### config.mk
export PLATFORM = sky130hd
export DESIGN_NAME = id_ex_stage
export DESIGN_NICKNAME = d
export VERILOG_FILES = /design/src/rtl/pipe_pkg.sv /design/src/rtl/id_ex_stage_hazard_detect.sv /design/src/rtl/id_ex_stage.sv
export SDC_FILE = /design/constraint.sdc
export NUM_CORES = 1
export LEC_CHECK = 0
export ABC_AREA = 1
export ABC_CLOCK_PERIOD_IN_PS = 1400
export CAP_MARGIN = 40
export CORE_MARGIN = 3
export CORE_UTILIZATION = 37
export CTS_CLUSTER_DIAMETER = 200
export DETAILED_ROUTE_END_ITERATION = 8
export GPL_TIMING_DRIVEN = 0
export PLACE_DENSITY_LB_ADDON = 0.05
export SLEW_MARGIN = 5
export SYNTH_ARGS = -nofsm -noshare
export SYNTH_HDL_FRONTEND = slang
export SYNTH_HIERARCHICAL = 1
export SYNTH_SLANG_ARGS = --single-unit
### constraint.sdc
create_clock -name clk -period 1.4 [get_ports clk]
set_input_delay 0.14 -clock clk [delete_from_list [all_inputs] [get_ports clk]]
set_output_delay 0.14 -clock clk [all_outputs]
set_load 0.005 [all_outputs]
### src/rtl/pipe_pkg.sv
// Shared pipeline definitions: control-word bit positions, widths and the bubble encoding.
// Used by the ID/EX register and by the hazard logic.
package pipe_pkg;

  localparam int CTRL_W = 8;
  localparam int REG_AW = 5;

  localparam int CTRL_REG_WRITE  = 7;
  localparam int CTRL_MEM_READ   = 6;
  localparam int CTRL_MEM_WRITE  = 5;
  localparam int CTRL_MEM_TO_REG = 4;
  localparam int CTRL_ALU_SRC    = 3;
  localparam int ALU_OP_HI       = 2;
  localparam int ALU_OP_LO       = 0;

  localparam logic [CTRL_W-1:0] BUBBLE = '0;

  typedef struct packed {
    logic       reg_write;
    logic       mem_read;
    logic       mem_write;
    logic       mem_to_reg;
    logic       alu_src;
    logic [2:0] alu_op;
  } ctrl_t;

endpackage

### src/rtl/id_ex_stage_hazard_detect.sv
// Load-use detector: flags an ID instruction that reads the register an in-flight EX load writes.
// Purely combinational; index 0 is compared like any other register.
module hazard_detect
  import pipe_pkg::*;
#(
  parameter int AW = REG_AW
) (
  input  logic          ex_valid,
  input  logic          ex_mem_read,
  input  logic [AW-1:0] ex_rt,
  input  logic          id_valid,
  input  logic [AW-1:0] id_rs,
  input  logic [AW-1:0] id_rt,
  input  logic          id_uses_rt,
  output logic          hazard
);

  logic rs_match;
  logic rt_match;

  assign rs_match = (ex_rt == id_rs);
  assign rt_match = id_uses_rt && (ex_rt == id_rt);
  assign hazard   = ex_valid && ex_mem_read && id_valid && (rs_match || rt_match);

endmodule

### src/rtl/id_ex_stage.sv
// ID/EX pipeline register with WB->ID bypass and one-cycle load-use stall/bubble insertion.
// Latency one cycle; stall is combinational and holds PC and IF/ID upstream.
module id_ex_stage
  import pipe_pkg::*;
#(
  parameter  int N  = 32,
  parameter  int D  = 32,
  localparam int AW = $clog2(D)
) (
  input  logic              clk,
  input  logic              rst,
  input  logic              id_valid,
  input  logic [AW-1:0]     id_rs,
  input  logic [AW-1:0]     id_rt,
  input  logic [AW-1:0]     id_rd,
  input  logic [N-1:0]      id_rs_data,
  input  logic [N-1:0]      id_rt_data,
  input  logic [N-1:0]      id_imm,
  input  logic [CTRL_W-1:0] id_ctrl,
  input  logic              id_uses_rt,
  input  logic              flush,
  input  logic              wb_write,
  input  logic [AW-1:0]     wb_rd,
  input  logic [N-1:0]      wb_data,
  output logic              stall,
  output logic              ex_valid,
  output logic [AW-1:0]     ex_rs,
  output logic [AW-1:0]     ex_rt,
  output logic [AW-1:0]     ex_rd,
  output logic [N-1:0]      ex_rs_data,
  output logic [N-1:0]      ex_rt_data,
  output logic [N-1:0]      ex_imm,
  output logic [CTRL_W-1:0] ex_ctrl
);

  ctrl_t      ex_ctrl_q;
  logic [N-1:0] rs_sel;
  logic [N-1:0] rt_sel;
  logic       hazard;

  // Register file writes in WB land after the ID read, so forward them here.
  assign rs_sel = (wb_write && (wb_rd == id_rs)) ? wb_data : id_rs_data;
  assign rt_sel = (wb_write && (wb_rd == id_rt)) ? wb_data : id_rt_data;

  hazard_detect #(.AW(AW)) u_hazard (
    .ex_valid    (ex_valid),
    .ex_mem_read (ex_ctrl_q.mem_read),
    .ex_rt       (ex_rt),
    .id_valid    (id_valid),
    .id_rs       (id_rs),
    .id_rt       (id_rt),
    .id_uses_rt  (id_uses_rt),
    .hazard      (hazard)
  );

  assign stall   = hazard && !flush;
  assign ex_ctrl = ex_ctrl_q;

  always_ff @(posedge clk or negedge rst) begin
    if (!rst) begin
      ex_valid   <= 1'b0;
      ex_ctrl_q  <= ctrl_t'(BUBBLE);
      ex_rs      <= '0;
      ex_rt      <= '0;
      ex_rd      <= '0;
      ex_rs_data <= '0;
      ex_rt_data <= '0;
      ex_imm     <= '0;
    end else if (flush || hazard) begin
      // Bubble; the stalled instruction is re-presented next cycle with a fresh bypass.
      ex_valid   <= 1'b0;
      ex_ctrl_q  <= ctrl_t'(BUBBLE);
      ex_rs      <= '0;
      ex_rt      <= '0;
      ex_rd      <= '0;
      ex_rs_data <= '0;
      ex_rt_data <= '0;
      ex_imm     <= '0;
    end else begin
      ex_valid   <= id_valid;
      ex_ctrl_q  <= id_valid ? ctrl_t'(id_ctrl) : ctrl_t'(BUBBLE);
      ex_rs      <= id_rs;
      ex_rt      <= id_rt;
      ex_rd      <= id_rd;
      ex_rs_data <= rs_sel;
      ex_rt_data <= rt_sel;
      ex_imm     <= id_imm;
    end
  end

endmodule
==> results.cfg <==
[pwr]
power_density_nw_per_um2 = 920
ir_drop_uv = 735
leakage_nw = 6.36

[die]
die_w_um = 132
dieArea_um2 = 17300
num_rows = 45
ios = 283
die_h_um = 132
start_util_pct = 38.2
core-area_um2 = 15300

[sta]
fin_skew_ns = 0.00623
max_clock_freq_mhz = 548
fin_crit_sh_pct = 130
timing.final.ws_setup_ns = -0.424
hold_ws_ns = 0.244
period_needed_ns = 1.82
tns_ns = -43.60
slew-limit-headroom_pct = 60.9
tightest_slew_ns = 0.587
rsz0062_at_grt = true
slew_violations = 0
setup_viol = 121
finalHoldViolCount = 0

[critical_path]
path_delay_family = buffers and inverters
cp_slowest_stage_delay_ns = 0.40
start_kind = register
critical_path_class = register to register
cp_slowest_cell = dfrtp_1
worst_setup_path_end_kind = register
path_max_fanout = 8
worstPathRequired_ns = 1.75
critPathBufInv = 5
crit_chain = inv_1 -> nand2_1 -> nand2_1 -> nor2_2 -> nand3_1 -> a21oi_2 -> buf_4 -> nor2_4 -> clkinv_4 -> buf_12 -> clkbuf_16 -> nor2_4
arrival_ns = 2.17

[detailed_routing]
drc_errors = 0
detail-route-antenna-nets = 0
drt_iter0_drc = 178
wirelength_um = 19000
first_pass_iters = 5
route.vias.total = 5731
avgViaCountPerCell = 4.27
wl_per_cell_um = 14.1

[synthesis]
syn-mean-instance-area_um2 = 7.37
synth.distinct_cells = 16
synth-seq-cells = 120
seq_area_frac_synth_pct = 51.4
netlist_area_um2 = 5850
synth_cells = 793
ys_warn_count = 6
synth_nets = 955

[place]
dpl.hpwl_um = 13100
globalplace.congestion = 0.816
port_buffers = 282
dp_cells = 1287
placed_cell_area_um2 = 8990

[clocking]
path_clk_slew_ns = 0.05
cts_buffers = 17
clock_sinks = 120
insertion_delay_ns = 0.41
cts_buffer_depth = 2
root_buffer = clkbuf_16
htree_levels = 4
cts_tree = done

[grt]
track_usage_pct = 20.3
grt_pass1_wl_um = 27800
grt_max_degree = 62
grt_remaining_overflow = 0
first_global_vias = 5356
antenna_found_initial = 0

[final_layout]
fin_area_um2 = 10900
synthToLayoutAreaGrowth_pct = 85.7
final_nets = 1283
n_fill_cell = 1239
seq_area_um2 = 3000
fin_cells = 1343
multiInputGateArea_um2 = 2460
utilization_pct = 70.9
drive_above_1_share_pct = 23.4
num_antenna_cells = 0

[outcome]
outcome = finished, violations left
violations = setup timing

[run]
cap_viol_max_count = 0

[hold_path]
hp-class = input pin to register
final timing paths:
check                            from         end  slack [ns]  cells after the start
max in group asynchronous         rst    ex_rt[0]        0.40                      3
max reg2reg                  ex_rt[3]  ex_ctrl[0]       -0.42                     12
min                        id_imm[31]  ex_imm[31]        0.24                      3
min reg2reg                ex_ctrl[6]    ex_rs[4]        1.15                      8
max                          ex_rt[3]  ex_ctrl[0]       -0.42                     12
min in group asynchronous         rst  ex_imm[14]        0.28                      2
what timing repair did:
action,CTS,global route
hold buffers,1,0
endpoints found under the setup margin,190,159
resized for setup,96,282
setup buffers,6,7
pin swaps,5,79
endpoints found under the hold margin,59,0
gates cloned,3,10
metrics by stage:
stage / setup slack [ns] / power (W)
CTS: -0.411 / 0.00978
detailed placement: -0.798 / 0.00543
finish: -0.424 / 0.00999
floorplan: -0.0782 / 0.00435
global route: -0.505 / 0.0104
global placement: -4.78 / 0.00541
cell usage in the layout (no fill, tap or decap), drive strengths merged:
master / instances
clkinvlp: 2
clkinv: 5
dlygate4sd2: 67
dfrtp: 120
clkdlybuf4s15: 2
inv: 230
bufinv: 2
xnor2: 1
clkbuf: 33
a21oi: 5
clkdlybuf4s50: 175
nor2: 137
nand3: 71
dlymetal6s2s: 36
dlygate4sd3: 1
nand2: 197
buf: 48
Yosys cell counts:
cell      instances  area, um2
clkbuf_1          5       18.8
xnor2_1           1       8.76
inv_1           228        856
nand2_1         163        612
buf_1             2       7.51
buf_6            12        135
nand3_2           2       20.0
a21oi_1           5       25.0
nor2_1          133        499
buf_4             3       22.5
buf_2             9       45.0
nand3_1          69        345
nor2_2            4       25.0
dfrtp_1         120       3000
inv_2             3       11.3
nand2_2          34        213
where the power goes:
part	leakage, nW	switching (W)	internal [W]
Combinational	4.52	0.000881	0.00107
Sequential	1.55	0.0000466	0.00365
Clock	0.290	0.00152	0.00282
tightest hold or removal path: stages:
cell	delay, ns
clkdlybuf4s50_1	0.40
inv_1	0.05
nor2_1	0.03
cell families after synthesis:
family,Yosys count,synth area share [%]
AO/OA/AOI/OAI,5,0.428
XOR/XNOR,1,0.150
buffers and inverters,262,18.7
flip-flops,120,51.4
AND/OR/NAND/NOR,405,29.3
per-layer routing:
| layer | global-route usage, % | wire length [um] | up-vias |
|---|---|---|---|
| met2 | 33.9 | 9720 | 193 |
| met4 | 6.94 | 352 | 0 |
| met5 | 0 | 0 | - |
| li1 | - | - | 2872 |
| met1 | 24.7 | 7510 | 2644 |
| met3 | 6.81 | 1400 | 22 |
flip-flops by register name (all words and copies together) (netlist names):
name / count
ex_imm: 32
ex_rs_data: 32
ex_rt_data: 32
ex_ctrl: 8
ex_rd: 5
ex_rs: 5
ex_rt: 5
ex_valid: 1
layout make-up:
cell class / count / area share [%]
Sequential cell: 120 / 27.6
Tap cell: 211 / 2.43
Multi-Input combinational cell: 411 / 22.6
Buffer: 30 / 3.65
Clock inverter: 8 / 0.876
Inverter: 231 / 8.03
Timing Repair Buffer: 310 / 30.2
Clock buffer: 22 / 4.55
Power figures use the tool's default switching activity.
